**src/rtl/uart_cmd_decoder_if.sv**
```systemverilog
// Byte-in / pulse-out bundle between the UART receiver, the command decoder and the game top.
interface uart_cmd_decoder_if #(
    parameter int unsigned FIFO_DEPTH = 4
) ();
    logic [7:0]                  rx_data;
    logic                        rx_valid;
    logic                        accept_en;
    logic                        clr_stats;
    logic                        move_left;
    logic                        move_right;
    logic                        move_made;
    logic                        reset_req;
    logic [7:0]                  last_cmd;
    logic [7:0]                  cmd_count;
    logic [3:0]                  err_count;
    logic                        overflow;
    logic [$clog2(FIFO_DEPTH):0] fifo_level;

    modport master (
        output rx_data, rx_valid, accept_en, clr_stats,
        input  move_left, move_right, move_made, reset_req,
        input  last_cmd, cmd_count, err_count, overflow, fifo_level
    );

    modport slave (
        input  rx_data, rx_valid, accept_en, clr_stats,
        output move_left, move_right, move_made, reset_req,
        output last_cmd, cmd_count, err_count, overflow, fifo_level
    );
endinterface

```
**src/rtl/uart_cmd_decoder.sv**
```systemverilog
// Turns UART command bytes into spaced one-cycle game control pulses via a small FIFO,
// and keeps command/error statistics for the seven-segment displays.
//
// state   | meaning
// IDLE    | waiting for a queued command while accept_en is high
// PULSE   | one move pulse is on the outputs this cycle
// GAP     | forced idle spacing, counting GAP_CYCLES down
module uart_cmd_decoder #(
    parameter int unsigned GAP_CYCLES = 16,
    parameter int unsigned FIFO_DEPTH = 4,
    parameter logic [7:0]  CMD_RIGHT  = 8'h01,
    parameter logic [7:0]  CMD_LEFT   = 8'h02,
    parameter logic [7:0]  CMD_DROP   = 8'h03,
    parameter logic [7:0]  CMD_RESET  = 8'h04
) (
    input logic               clk,
    input logic               rstn,
    uart_cmd_decoder_if.slave bus
);
    localparam int unsigned PW = $clog2(FIFO_DEPTH);
    localparam int unsigned LW = PW + 1;

    localparam logic [1:0] OP_RIGHT = 2'd0;
    localparam logic [1:0] OP_LEFT  = 2'd1;
    localparam logic [1:0] OP_DROP  = 2'd2;

    typedef enum logic [1:0] {S_IDLE, S_PULSE, S_GAP} state_t;

    state_t        state_q, state_d;
    logic [7:0]    gap_cnt_q, gap_cnt_d;
    logic [1:0]    mem_q [FIFO_DEPTH];
    logic [1:0]    mem_d [FIFO_DEPTH];
    logic [PW-1:0] wr_ptr_q, wr_ptr_d;
    logic [PW-1:0] rd_ptr_q, rd_ptr_d;
    logic [LW-1:0] level_q, level_d;
    logic          move_left_q, move_left_d;
    logic          move_right_q, move_right_d;
    logic          move_made_q, move_made_d;
    logic          reset_req_q, reset_req_d;
    logic [7:0]    last_cmd_q, last_cmd_d;
    logic [7:0]    cmd_count_q, cmd_count_d;
    logic [3:0]    err_count_q, err_count_d;
    logic          overflow_q, overflow_d;

    logic       is_move, is_reset, is_invalid;
    logic [1:0] rx_op;
    logic       empty, full, pop, push, drop;

    always_comb begin
        rx_op      = OP_RIGHT;
        is_move    = 1'b0;
        is_reset   = 1'b0;
        is_invalid = 1'b0;
        if (bus.rx_valid) begin
            if (bus.rx_data == CMD_RIGHT) begin
                is_move = 1'b1;
                rx_op   = OP_RIGHT;
            end else if (bus.rx_data == CMD_LEFT) begin
                is_move = 1'b1;
                rx_op   = OP_LEFT;
            end else if (bus.rx_data == CMD_DROP) begin
                is_move = 1'b1;
                rx_op   = OP_DROP;
            end else if (bus.rx_data == CMD_RESET) begin
                is_reset = 1'b1;
            end else begin
                is_invalid = 1'b1;
            end
        end
    end

    assign empty = (level_q == '0);
    assign full  = (level_q == LW'(FIFO_DEPTH));
    // A reset command flushes the queue, so nothing may be popped alongside it.
    assign pop   = (state_q == S_IDLE) && !empty && bus.accept_en && !is_reset;
    assign push  = is_move && (!full || pop);
    assign drop  = is_move && !push;

    always_comb begin
        state_d      = state_q;
        gap_cnt_d    = gap_cnt_q;
        mem_d        = mem_q;
        wr_ptr_d     = wr_ptr_q;
        rd_ptr_d     = rd_ptr_q;
        level_d      = level_q;
        move_left_d  = 1'b0;
        move_right_d = 1'b0;
        move_made_d  = 1'b0;
        reset_req_d  = is_reset;
        last_cmd_d   = last_cmd_q;
        cmd_count_d  = cmd_count_q;
        err_count_d  = err_count_q;
        overflow_d   = overflow_q;

        if (is_reset) begin
            wr_ptr_d = '0;
            rd_ptr_d = '0;
            level_d  = '0;
        end else begin
            if (push) begin
                mem_d[wr_ptr_q] = rx_op;
                wr_ptr_d        = wr_ptr_q + 1'b1;
            end
            if (pop) begin
                rd_ptr_d = rd_ptr_q + 1'b1;
            end
            level_d = level_q + LW'(push) - LW'(pop);
        end

        case (state_q)
            S_IDLE: begin
                if (pop) begin
                    state_d = S_PULSE;
                    case (mem_q[rd_ptr_q])
                        OP_RIGHT: move_right_d = 1'b1;
                        OP_LEFT:  move_left_d  = 1'b1;
                        default:  move_made_d  = 1'b1;
                    endcase
                end
            end
            S_PULSE: begin
                gap_cnt_d = 8'(GAP_CYCLES);
                state_d   = S_GAP;
            end
            S_GAP: begin
                gap_cnt_d = gap_cnt_q - 1'b1;
                if (gap_cnt_q <= 8'd1) begin
                    state_d = S_IDLE;
                end
            end
            default: state_d = S_IDLE;
        endcase

        if (push || is_reset) begin
            last_cmd_d = bus.rx_data;
        end

        if (bus.clr_stats) begin
            cmd_count_d = '0;
            err_count_d = '0;
            overflow_d  = 1'b0;
        end else begin
            if (push || is_reset) begin
                cmd_count_d = cmd_count_q + 8'd1;
            end
            if ((is_invalid || drop) && (err_count_q != 4'hF)) begin
                err_count_d = err_count_q + 4'd1;
            end
            if (drop) begin
                overflow_d = 1'b1;
            end
        end
    end

    always_ff @(posedge clk or negedge rstn) begin
        if (!rstn) begin
            state_q      <= S_IDLE;
            gap_cnt_q    <= '0;
            mem_q        <= '{default: '0};
            wr_ptr_q     <= '0;
            rd_ptr_q     <= '0;
            level_q      <= '0;
            move_left_q  <= 1'b0;
            move_right_q <= 1'b0;
            move_made_q  <= 1'b0;
            reset_req_q  <= 1'b0;
            last_cmd_q   <= '0;
            cmd_count_q  <= '0;
            err_count_q  <= '0;
            overflow_q   <= 1'b0;
        end else begin
            state_q      <= state_d;
            gap_cnt_q    <= gap_cnt_d;
            mem_q        <= mem_d;
            wr_ptr_q     <= wr_ptr_d;
            rd_ptr_q     <= rd_ptr_d;
            level_q      <= level_d;
            move_left_q  <= move_left_d;
            move_right_q <= move_right_d;
            move_made_q  <= move_made_d;
            reset_req_q  <= reset_req_d;
            last_cmd_q   <= last_cmd_d;
            cmd_count_q  <= cmd_count_d;
            err_count_q  <= err_count_d;
            overflow_q   <= overflow_d;
        end
    end

    assign bus.move_left  = move_left_q;
    assign bus.move_right = move_right_q;
    assign bus.move_made  = move_made_q;
    assign bus.reset_req  = reset_req_q;
    assign bus.last_cmd   = last_cmd_q;
    assign bus.cmd_count  = cmd_count_q;
    assign bus.err_count  = err_count_q;
    assign bus.overflow   = overflow_q;
    assign bus.fifo_level = level_q;
endmodule

```
**src/flat_wrapper.sv**
```systemverilog
// flat-port wrapper written by rule: the top's interface ports become plain ports
module uart_cmd_decoder_flat 
#(
    parameter int unsigned GAP_CYCLES = 16,
    parameter int unsigned FIFO_DEPTH = 4,
    parameter logic [7:0]  CMD_RIGHT  = 8'h01,
    parameter logic [7:0]  CMD_LEFT   = 8'h02,
    parameter logic [7:0]  CMD_DROP   = 8'h03,
    parameter logic [7:0]  CMD_RESET  = 8'h04
)
  (clk, rstn, bus_rx_data, bus_rx_valid, bus_accept_en, bus_clr_stats, bus_move_left, bus_move_right, bus_move_made, bus_reset_req, bus_last_cmd, bus_cmd_count, bus_err_count, bus_overflow, bus_fifo_level);
  uart_cmd_decoder_if #(.FIFO_DEPTH(FIFO_DEPTH)) bus_i ();
  input logic clk;
  input logic rstn;
  input wire logic [$bits(bus_i.rx_data)-1:0] bus_rx_data;
  input wire logic [$bits(bus_i.rx_valid)-1:0] bus_rx_valid;
  input wire logic [$bits(bus_i.accept_en)-1:0] bus_accept_en;
  input wire logic [$bits(bus_i.clr_stats)-1:0] bus_clr_stats;
  output wire logic [$bits(bus_i.move_left)-1:0] bus_move_left;
  output wire logic [$bits(bus_i.move_right)-1:0] bus_move_right;
  output wire logic [$bits(bus_i.move_made)-1:0] bus_move_made;
  output wire logic [$bits(bus_i.reset_req)-1:0] bus_reset_req;
  output wire logic [$bits(bus_i.last_cmd)-1:0] bus_last_cmd;
  output wire logic [$bits(bus_i.cmd_count)-1:0] bus_cmd_count;
  output wire logic [$bits(bus_i.err_count)-1:0] bus_err_count;
  output wire logic [$bits(bus_i.overflow)-1:0] bus_overflow;
  output wire logic [$bits(bus_i.fifo_level)-1:0] bus_fifo_level;
  assign bus_i.rx_data = bus_rx_data;
  assign bus_i.rx_valid = bus_rx_valid;
  assign bus_i.accept_en = bus_accept_en;
  assign bus_i.clr_stats = bus_clr_stats;
  assign bus_move_left = bus_i.move_left;
  assign bus_move_right = bus_i.move_right;
  assign bus_move_made = bus_i.move_made;
  assign bus_reset_req = bus_i.reset_req;
  assign bus_last_cmd = bus_i.last_cmd;
  assign bus_cmd_count = bus_i.cmd_count;
  assign bus_err_count = bus_i.err_count;
  assign bus_overflow = bus_i.overflow;
  assign bus_fifo_level = bus_i.fifo_level;
  uart_cmd_decoder #(.GAP_CYCLES(GAP_CYCLES), .FIFO_DEPTH(FIFO_DEPTH), .CMD_RIGHT(CMD_RIGHT), .CMD_LEFT(CMD_LEFT), .CMD_DROP(CMD_DROP), .CMD_RESET(CMD_RESET)) u_core (.clk(clk), .rstn(rstn), .bus(bus_i));
endmodule
```
**config.mk**
```make
export PLATFORM = sky130hd
export DESIGN_NAME = uart_cmd_decoder_flat
export DESIGN_NICKNAME = d
export VERILOG_FILES = /design/src/rtl/uart_cmd_decoder_if.sv /design/src/rtl/uart_cmd_decoder.sv /design/src/flat_wrapper.sv
export SDC_FILE = /design/constraint.sdc
export NUM_CORES = 1
export LEC_CHECK = 0
export CORE_MARGIN = 4
export CORE_UTILIZATION = 45
export CTS_BUF_LIST = sky130_fd_sc_hd__clkbuf_2 sky130_fd_sc_hd__clkbuf_4 sky130_fd_sc_hd__clkbuf_8
export DETAILED_ROUTE_END_ITERATION = 7
export PLACE_DENSITY = 0.81
export SLEW_MARGIN = 10
export SYNTH_ARGS = -nofsm -noshare
export SYNTH_HDL_FRONTEND = slang
export SYNTH_SLANG_ARGS = --single-unit
```
**constraint.sdc**
```tcl
create_clock -name clk -period 3.5 [get_ports clk]
set_input_delay 0.7 -clock clk [delete_from_list [all_inputs] [get_ports clk]]
set_output_delay 0.7 -clock clk [all_outputs]
set_load 0.01 [all_outputs]
```
==> results.json <==
{
  "status": "finished, final reports clean",
  "worstSetupStartpointType": "input pin",
  "arrival_ns": 3.22,
  "portBuffers": 40,
  "vias": 1783,
  "ant_nets": 0,
  "finalWeightedCongestion": 0.793,
  "final_common_cell": "dfrtp_1",
  "synth_area_um2": 2440,
  "cts_tree": "yes",
  "async_flop_share_pct": 100,
  "multi_input_area_um2": 1120,
  "cts.sinks": 50,
  "drv_slew": 0,
  "synth_ff_type": "dfrtp_1",
  "die_w_um": 81.6,
  "drive_gt1_share_pct": 9.93,
  "wl_per_cell_um": 14.0,
  "post_cts_resized": 0,
  "wl_um": 4800,
  "place_hpwl_um": 3530,
  "tns_ns": 0,
  "skew_ns": 0.00582,
  "post_cts_buffers": 0,
  "path_buf_inv": 2,
  "cp_max_fo": 3,
  "seqCellArea_um2": 1250,
  "synth-edff-count": 0,
  "finalCritPeriodShare_pct": 86.4,
  "crit_type": "input pin to flop",
  "clockRootBuffer": "clkbuf_8",
  "critPathRequiredTime_ns": 3.69,
  "min_period_ns": 3.02,
  "grt_usage_pct": 15.8,
  "rows": 26,
  "crit_chain": "clkdlybuf4s50_1 -> or4_4 -> and4bb_2 -> or2_2 -> xnor2_1 -> ha_1 -> inv_1 -> fa_1 -> xor2_1 -> xnor2_1 -> nor2_1",
  "cts_buffers": 5,
  "grt-ovfl-total": 0,
  "start_util_pct": 47.1,
  "ios": 41,
  "die_area_um2": 6650,
  "syn_area_per_cell_um2": 10.9,
  "fin_area_um2": 3050,
  "drc": 0,
  "viasPerCell": 5.21,
  "maxCapViolations": 0,
  "syn-num-nets": 249,
  "grt_start_max_net_pins": 51,
  "end_kind": "flop",
  "clk_pin_slew_ns": 0.09,
  "cp_slowest_cell": "or4_4",
  "fillers": 429,
  "cp_common_cell": "xnor2_1",
  "synthCells": 223,
  "slew_headroom_pct": 47.8,
  "cts_hold_buf": 0,
  "finalSetupViolations": 0,
  "fmaxAchievable_mhz": 331,
  "min_path_type": "input pin to async pin",
  "nNetsFinal": 297,
  "cpPeakStageDelay_ns": 0.56,
  "synth_seq_cells": 50,
  "antenna_found_initial": 0,
  "grt_pass1_wl_um": 8220,
  "worst_slew_pin_slew_ns": 0.773,
  "clk_path_buf_depth": 2,
  "n_antenna_cell": 0,
  "total_leakage_power_uw": 0.00136,
  "ys_types": 41,
  "vdd_ir_drop_max_mv": 0.315,
  "rsz0062_at_grt": "no",
  "die_h_um": 81.6,
  "drt_iter0_drc": 105,
  "ys_seq_area_share_pct": 51.4,
  "yosys_warnings": 0,
  "place_area_um2": 2930,
  "clk_latency_ns": 0.30,
  "p_per_area_nw_per_um2": 551,
  "htree_levels": 2,
  "grt_pass1_vias": 1797,
  "area_growth_syn_to_layout_pct": 25.1,
  "critPathTopFamily": "simple AND/OR/NAND/NOR gates",
  "core_area_um2": 5170,
  "hold_violations": 0,
  "layout_common_cells": "dfrtp_1, clkdlybuf4s50_1, nor2_1, nand2_1, ha_1",
  "drt_pass1_iterations": 4
}
-- flip-flops by register name, indices dropped and copies added, names as in the netlist --
name and flops:
u_core.bus.cmd_count 8, u_core.bus.last_cmd 8, u_core.gap_cnt_q 8, u_core.mem_q 8, u_core.bus.err_count 4, u_core.bus.fifo_level 3
u_core.rd_ptr_q 2, u_core.state_q 2, u_core.wr_ptr_q 2, u_core.bus.move_left 1, u_core.bus.move_made 1, u_core.bus.move_right 1
u_core.bus.overflow 1, u_core.bus.reset_req 1
-- cells by family (layout without fill, tap and decap cells) --
| group | count (synthesis) | after routing | share of synthesized area, % |
|---|---|---|---|
| buffers and inverters | 16 | 65 | 2.72 |
| AOI/OAI and AO/OA | 31 | 31 | 8.89 |
| DFF | 50 | 50 | 51.4 |
| muxes | 9 | 9 | 4.93 |
| xor gates and xnor gates | 15 | 15 | 5.39 |
| and+or+nand+nor | 89 | 89 | 19.7 |
| adders and majority gates | 13 | 13 | 6.98 |
-- cell type report --
class / instances / area share, %
tap: 70 / 2.87
multi-input combinational: 157 / 36.7
clock inverter: 2 / 0.411
sequential: 50 / 41.1
clock buffer: 6 / 2.71
timing repair buffer: 46 / 14.9
inverter: 11 / 1.36
-- routing by layer --
| metal | routed length, um | vias up | track usage [%] |
|---|---|---|---|
| met5 | 0 | - | 0 |
| li1 | - | 866 | - |
| met2 | 2190 | 41 | 24.7 |
| met3 | 221 | 6 | 3.95 |
| met1 | 2330 | 870 | 22.1 |
| met4 | 52 | 0 | 4.32 |
-- power breakdown --
group	internal [uW]	switching (uW)	total [uW]
sequential	666	90.3	756
combinational	277	295	572
clock	159	189	349
total	1100	575	1680
-- synthesized netlist by cell type, types with 6 or more instances --
library cell / n / area [um2]
dfrtp_1: 50 / 1250
nor2_1: 28 / 105
nand2_1: 15 / 56.3
ha_1: 12 / 150
inv_1: 11 / 41.3
nor2b_1: 11 / 68.8
nand3_1: 9 / 45.0
a22o_1: 8 / 70.1
o21ai_0: 8 / 40.0
xnor2_1: 8 / 70.1
xor2_1: 7 / 61.3
a21oi_1: 6 / 30.0
-- stage by stage --
step	hold slack [ns]	util (%)	setup slack [ns]	std cells	total power [uW]
after floorplan	0.404	-	0.452	223	1130
after global placement	0.479	56.7	0.261	333	1300
after detailed placement	0.488	56.7	0.187	333	1330
after CTS	0.501	58.5	0.495	341	1690
after global routing	0.305	58.9	0.367	342	1790
final	0.291	58.9	0.475	342	1680
-- final timing paths --
| kind | from | end | slack (ns) | cells after the start |
|---|---|---|---|---|
| worst max-delay path | bus_rx_data[5] | u_core.bus.fifo_level[2] | 0.48 | 11 |
| worst min-delay path | rstn | u_core.mem_q[4] | 0.29 | 1 |
| worst max register to register | u_core.bus.fifo_level[1] | u_core.bus.fifo_level[2] | 0.85 | 9 |
| worst min register to register | u_core.gap_cnt_q[3] | u_core.gap_cnt_q[3] | 0.50 | 1 |
| max in group asynchronous | rstn | u_core.bus.cmd_count[2] | 2.71 | 2 |
| min in group clk | u_core.gap_cnt_q[3] | u_core.gap_cnt_q[3] | 0.50 | 1 |
Power figures use the tool's default switching activity.
